===== src/rtl/aes_ctrl_pkg.sv =====
// Shared constants and FSM state encoding for the AES-256 round sequencer.
package aes_ctrl_pkg;
  localparam int AES_NUM_ROUNDS  = 14;
  localparam int AES_FINAL_ROUND = AES_NUM_ROUNDS - 1;
  localparam int AES_RIDX_W      = 4;

  typedef enum logic [1:0] {
    IDLE  = 2'd0,
    LOAD  = 2'd1,
    ROUND = 2'd2,
    DONE  = 2'd3
  } aes_state_t;
endpackage


===== src/rtl/aes_key_wdog.sv =====
// Round-key wait watchdog: counts consecutive unacknowledged key requests and
// raises a sticky err flag when the limit is hit; err clears on the next accepted start.
module aes_key_wdog #(
  parameter int TIMEOUT_CYCLES = 255
) (
  input  logic clk,
  input  logic resetn,
  input  logic waiting,
  input  logic clear,
  input  logic start_acc,
  output logic expire,
  output logic err
);
  localparam int CW = $clog2(TIMEOUT_CYCLES + 1);
  localparam logic [CW-1:0] LIMIT = CW'(TIMEOUT_CYCLES - 1);

  logic [CW-1:0] cnt;

  // Fires on the TIMEOUT_CYCLES-th consecutive waiting cycle.
  assign expire = waiting && (cnt == LIMIT);

  always_ff @(posedge clk or negedge resetn) begin
    if (!resetn) begin
      cnt <= '0;
      err <= 1'b0;
    end else begin
      if (clear)        cnt <= '0;
      else if (waiting) cnt <= cnt + CW'(1);

      if (start_acc)    err <= 1'b0;
      else if (expire)  err <= 1'b1;
    end
  end
endmodule


===== src/rtl/aes256_round_ctrl.sv =====
// AES-256 round sequencer: state-register write/select/round index plus key req/ack and output valid/ready.
// Optional key_ack watchdog is built only when AES_CTRL_TIMEOUT_EN is defined.
module aes256_round_ctrl
  import aes_ctrl_pkg::*;
#(
  parameter int NUM_ROUNDS     = AES_NUM_ROUNDS,
  parameter int RIDX_W         = AES_RIDX_W,
  parameter int TIMEOUT_CYCLES = 255
) (
  input  logic              clk,
  input  logic              resetn,
  input  logic              start,
  input  logic              abort,
  input  logic              key_ack,
  input  logic              out_ready,
  output logic              busy,
  output logic              key_req,
  output logic [3:0]        key_idx,
  output logic              state_wr_en,
  output logic              load_sel,
  output logic [RIDX_W-1:0] round,
  output logic              out_valid,
  output logic              err
);
  localparam logic [RIDX_W-1:0] LAST = RIDX_W'(NUM_ROUNDS - 1);

  if (((2 ** RIDX_W) < NUM_ROUNDS) || (TIMEOUT_CYCLES < 1)) begin : g_bad_cfg
    $error("aes256_round_ctrl: invalid RIDX_W/NUM_ROUNDS/TIMEOUT_CYCLES");
  end

  aes_state_t state, state_nxt;
  logic       start_acc;
  logic       timeout;

  assign busy        = (state != IDLE);
  assign key_req     = (state == LOAD) || (state == ROUND);
  assign load_sel    = (state == LOAD);
  assign out_valid   = (state == DONE);
  assign state_wr_en = key_req && key_ack && !abort;
  // DONE accepts a new block only on the cycle the finished one is taken.
  assign start_acc   = start && !abort &&
                       ((state == IDLE) || ((state == DONE) && out_ready));

`ifdef AES_CTRL_TIMEOUT_EN
  aes_key_wdog #(
    .TIMEOUT_CYCLES(TIMEOUT_CYCLES)
  ) u_wdog (
    .clk      (clk),
    .resetn   (resetn),
    .waiting  (key_req && !key_ack),
    .clear    (key_ack || (state_nxt != state)),
    .start_acc(start_acc),
    .expire   (timeout),
    .err      (err)
  );
`else
  assign timeout = 1'b0;
  assign err     = 1'b0;
`endif

  always_ff @(posedge clk or negedge resetn) begin
    if (!resetn) state <= IDLE;
    else         state <= state_nxt;
  end

  always_comb begin
    state_nxt = state;
    case (state)
      IDLE:    if (start) state_nxt = LOAD;
      LOAD:    if (key_ack) state_nxt = ROUND;
      ROUND:   if (key_ack && (round == LAST)) state_nxt = DONE;
      DONE:    if (out_ready) state_nxt = start ? LOAD : IDLE;
      default: state_nxt = IDLE;
    endcase
    if (timeout || abort) state_nxt = IDLE;
  end

  always_ff @(posedge clk or negedge resetn) begin
    if (!resetn) begin
      key_idx <= '0;
      round   <= '0;
    end else if (abort) begin
      round <= '0;
    end else if (start_acc) begin
      key_idx <= '0;
      round   <= '0;
    end else if (timeout || ((state == DONE) && out_ready)) begin
      round <= '0;
    end else if (state_wr_en) begin
      if (state == LOAD) begin
        key_idx <= 4'd1;
        round   <= '0;
      end else if (round != LAST) begin
        key_idx <= key_idx + 4'd1;
        round   <= round + RIDX_W'(1);
      end
    end
  end
endmodule


===== config.mk =====
export PLATFORM = sky130hd
export DESIGN_NAME = aes256_round_ctrl
export DESIGN_NICKNAME = d
export VERILOG_FILES = /design/src/rtl/aes_ctrl_pkg.sv /design/src/rtl/aes_key_wdog.sv /design/src/rtl/aes256_round_ctrl.sv
export SDC_FILE = /design/constraint.sdc
export NUM_CORES = 1
export LEC_CHECK = 0
export BUFFER_PORTS_ARGS = -buffer_cell sky130_fd_sc_hd__buf_2
export CAP_MARGIN = 40
export CORE_UTILIZATION = 50
export CTS_CLUSTER_DIAMETER = 60
export CTS_CLUSTER_SIZE = 40
export DETAILED_ROUTE_END_ITERATION = 6
export PLACE_DENSITY = 0.88
export RECOVER_POWER = 100
export SYNTH_ARGS = -nofsm -noshare
export SYNTH_HDL_FRONTEND = slang
export SYNTH_SLANG_ARGS = --single-unit

===== constraint.sdc =====
create_clock -name clk -period 2.9 [get_ports clk]
set_clock_uncertainty 0.1 [all_clocks]
set_input_delay 0.435 -clock clk [delete_from_list [all_inputs] [get_ports clk]]
set_output_delay 0.435 -clock clk [all_outputs]
set_load 0.02 [all_outputs]

==> out/qor.txt <==
Status: finished, final reports clean
Die span in y: 40.07 µm
PD cells: 829.7 nW/µm²
Top FF cell, synth: dfrtp_1
Routed vias/inst: 6.197
Starting Density: 0.5499
Die W: 40.07 µm
Arrival @ worst endpoint: 1.70 ns
Clock buffer depth: 2
Synth warn: 0
Design area: 850.8 µm²
DP Cell Count: 112
Highest Clock Rate: 446.5 MHz
HP Class: in -> reg
I/O pin total: 20
Synth area leader: dfrtp_1
Cells after synthesis: 81
First drt pass iteration count: 4
GRT Overall Usage: 0.2515
#FFs+latches synth: 10
Final cell count without fillers: 117
Leakage power: 0.0003761 µW
Post-synth top cells: 10 x dfrtp_1, 9 x inv_1, 7 x a21oi_1, 7 x ha_1
CP endpoint kind: output pin
Die area: 1605 µm²
Clk_lat worst skew: 0.27 ns
Worst Path Required: 2.37 ns
Area after DPL: 822.0 µm²
Unrepaired setup endpoints after global routing: false
Synth cell types: 34
Fin nets: 116
DP Wirelength: 1283 µm
Max-slew violations: 0
Vias: 725
Critical Path Start Type: flip-flop
Worst rel slew slack: 0.6377
Vias in the first global route: 626
First-pass GRT wire length: 2608 µm
Hold depth: 2
Initial antenna violation count: 0
# diodes: 0
Final period util: 0.7722
Synth async-reset ratio: 1.000
DR WL/cell: 14.66 µm
Sequential-to-total area share from yosys stat: 0.3454
Hold-fix buffer count after cts: 1
1st-iter DRT viols: 45
Port Buffers: 18
Clk slew on worst S/H paths: 0.07 ns
Mean Syn Cell Area: 8.944 µm²
Largest net degree at the start of global routing: 11
Max IR drop VDD: 0.0005653 V
Total Routed Length: 1715 µm
DP Worst Slack: 0.9257 ns
Multi-input gate area in the final layout: 429.2 µm²
EDFF count, synth: 0
FILL cells: 129
Num rows: 13
Global route overflow: 0
Final worst slack: 0.6606 ns
Crit path max fanout: 6
# setup viols final: 0
Worst reg2reg path depth: 6
Total CTS buffers: 3
Register area: 250.2 µm²
Crit path kind: reg -> out
Tmin final: 2.239 ns
MaxCap Viol Count: 0
Routability cong.: 0.8605
Htree depth: 1
Setup TNS Final: 0 ns
Top cells by area, synth: dfrtp_1 35%, ha_1 12%, a21oi_1 4.8%
Count leader, synth: dfrtp_1
Synth top area share: 0.3454
Clock root buffer: clkbuf_4
Post-route ant nets: 0
DRC errors left: 0
TritonCTS clock tree: done
Clk sink count: 10
Core Area: 1318 µm²
Slew @ Worst Pin: 0.5434 ns
Layout cells sized above 1: 0.1078
Postcts setup bufs: 0
Mapped Area: 724.4 µm²
CTS resizes: 0
Synthesized Nets: 94
Hold Vio Cnt, Final: 0
Area grow syn2layout: 17.44%
==> layer usage <==
layer,track usage,routed length [µm],vias to the layer above
li1,-,-,340
met2,0.4597,887,30
met1,0.2787,710,349
met4,0.1034,23,0
met5,0,0,-
met3,0.05000,94,6
==> logic make-up (layout without fill, tap and decap cells) <==
family	Yosys count	after routing	synth area share
AOI/OAI and AO/OA	27	27	0.2643
xor gates and xnor gates	1	1	0.01209
adders and majority gates	7	7	0.1209
buffers and inverters	11	32	0.06217
DFF	10	10	0.3454
other	1	1	0.005176
and+or+nand+nor	24	24	0.1900
==> path summary, 6_finish.rpt <==
check	start	slack [ns]	end
worst min-delay path	abort	0.31	state[1]$_DFFE_PN0P_
max in group asynchronous	resetn	1.78	key_idx[1]$_DFFE_PN0P_
worst min register to register	key_idx[1]$_DFFE_PN0P_	0.46	key_idx[1]$_DFFE_PN0P_
min in group asynchronous	resetn	0.56	round[1]$_DFFE_PN0P_
worst max-delay path	state[0]$_DFFE_PN0P_	0.66	state_wr_en
worst max register to register	state[0]$_DFFE_PN0P_	0.81	key_idx[2]$_DFFE_PN0P_
==> cells in the final DEF, fill, tap and decap left out, drive strengths merged, types with 2 or more instances in the layout <==
| cell | n |
|---|---|
| clkbuf | 18 |
| dfrtp | 10 |
| inv | 9 |
| a21oi | 7 |
| ha | 7 |
| nand2 | 5 |
| nor2 | 5 |
| nand3 | 5 |
| o21ai | 4 |
| buf | 4 |
| a21boi | 2 |
| a221o | 2 |
| a32o | 2 |
| nor4 | 2 |
| a22o | 2 |
==> area by class of cell <==
class,instances,area share
Clock buffer,4,0.04265
Inverter,9,0.03971
Multi-Input combinational cell,60,0.5044
Sequential cell,10,0.2941
Tap cell,15,0.02206
Timing Repair Buffer,19,0.09706
==> critical path, stage by stage, from the launching register on <==
cell,delay (ns)
dfrtp_1,0.44
inv_1,0.09
ha_1,0.35
nand2_1,0.19
nor2_1,0.13
clkbuf_1,0.23
==> through the flow <==
stage | total power [µW] | utilization | hold slack, ns
2_1_floorplan | 485.6 | - | 0.03941
3_3_place_gp | 570.4 | 0.6239 | 0.2061
3_5_place_dp | 583.0 | 0.6239 | 0.2019
4_1_cts | 718.6 | 0.6591 | 0.2957
5_1_grt | 756.9 | 0.6458 | 0.3083
6_report | 705.9 | 0.6458 | 0.3099
==> sequential cells by signal, indices dropped and copies added, names as in the netlist <==
name,cells
state,2
round,4
key_idx,4
==> power breakdown <==
part           switching, µW  internal, µW  leakage [µW]
combinational            252           124      0.000218
sequential              37.6           167      0.000137
clock                   49.6          76.3     0.0000210
No activity file was read; power rests on OpenSTA's default activity.
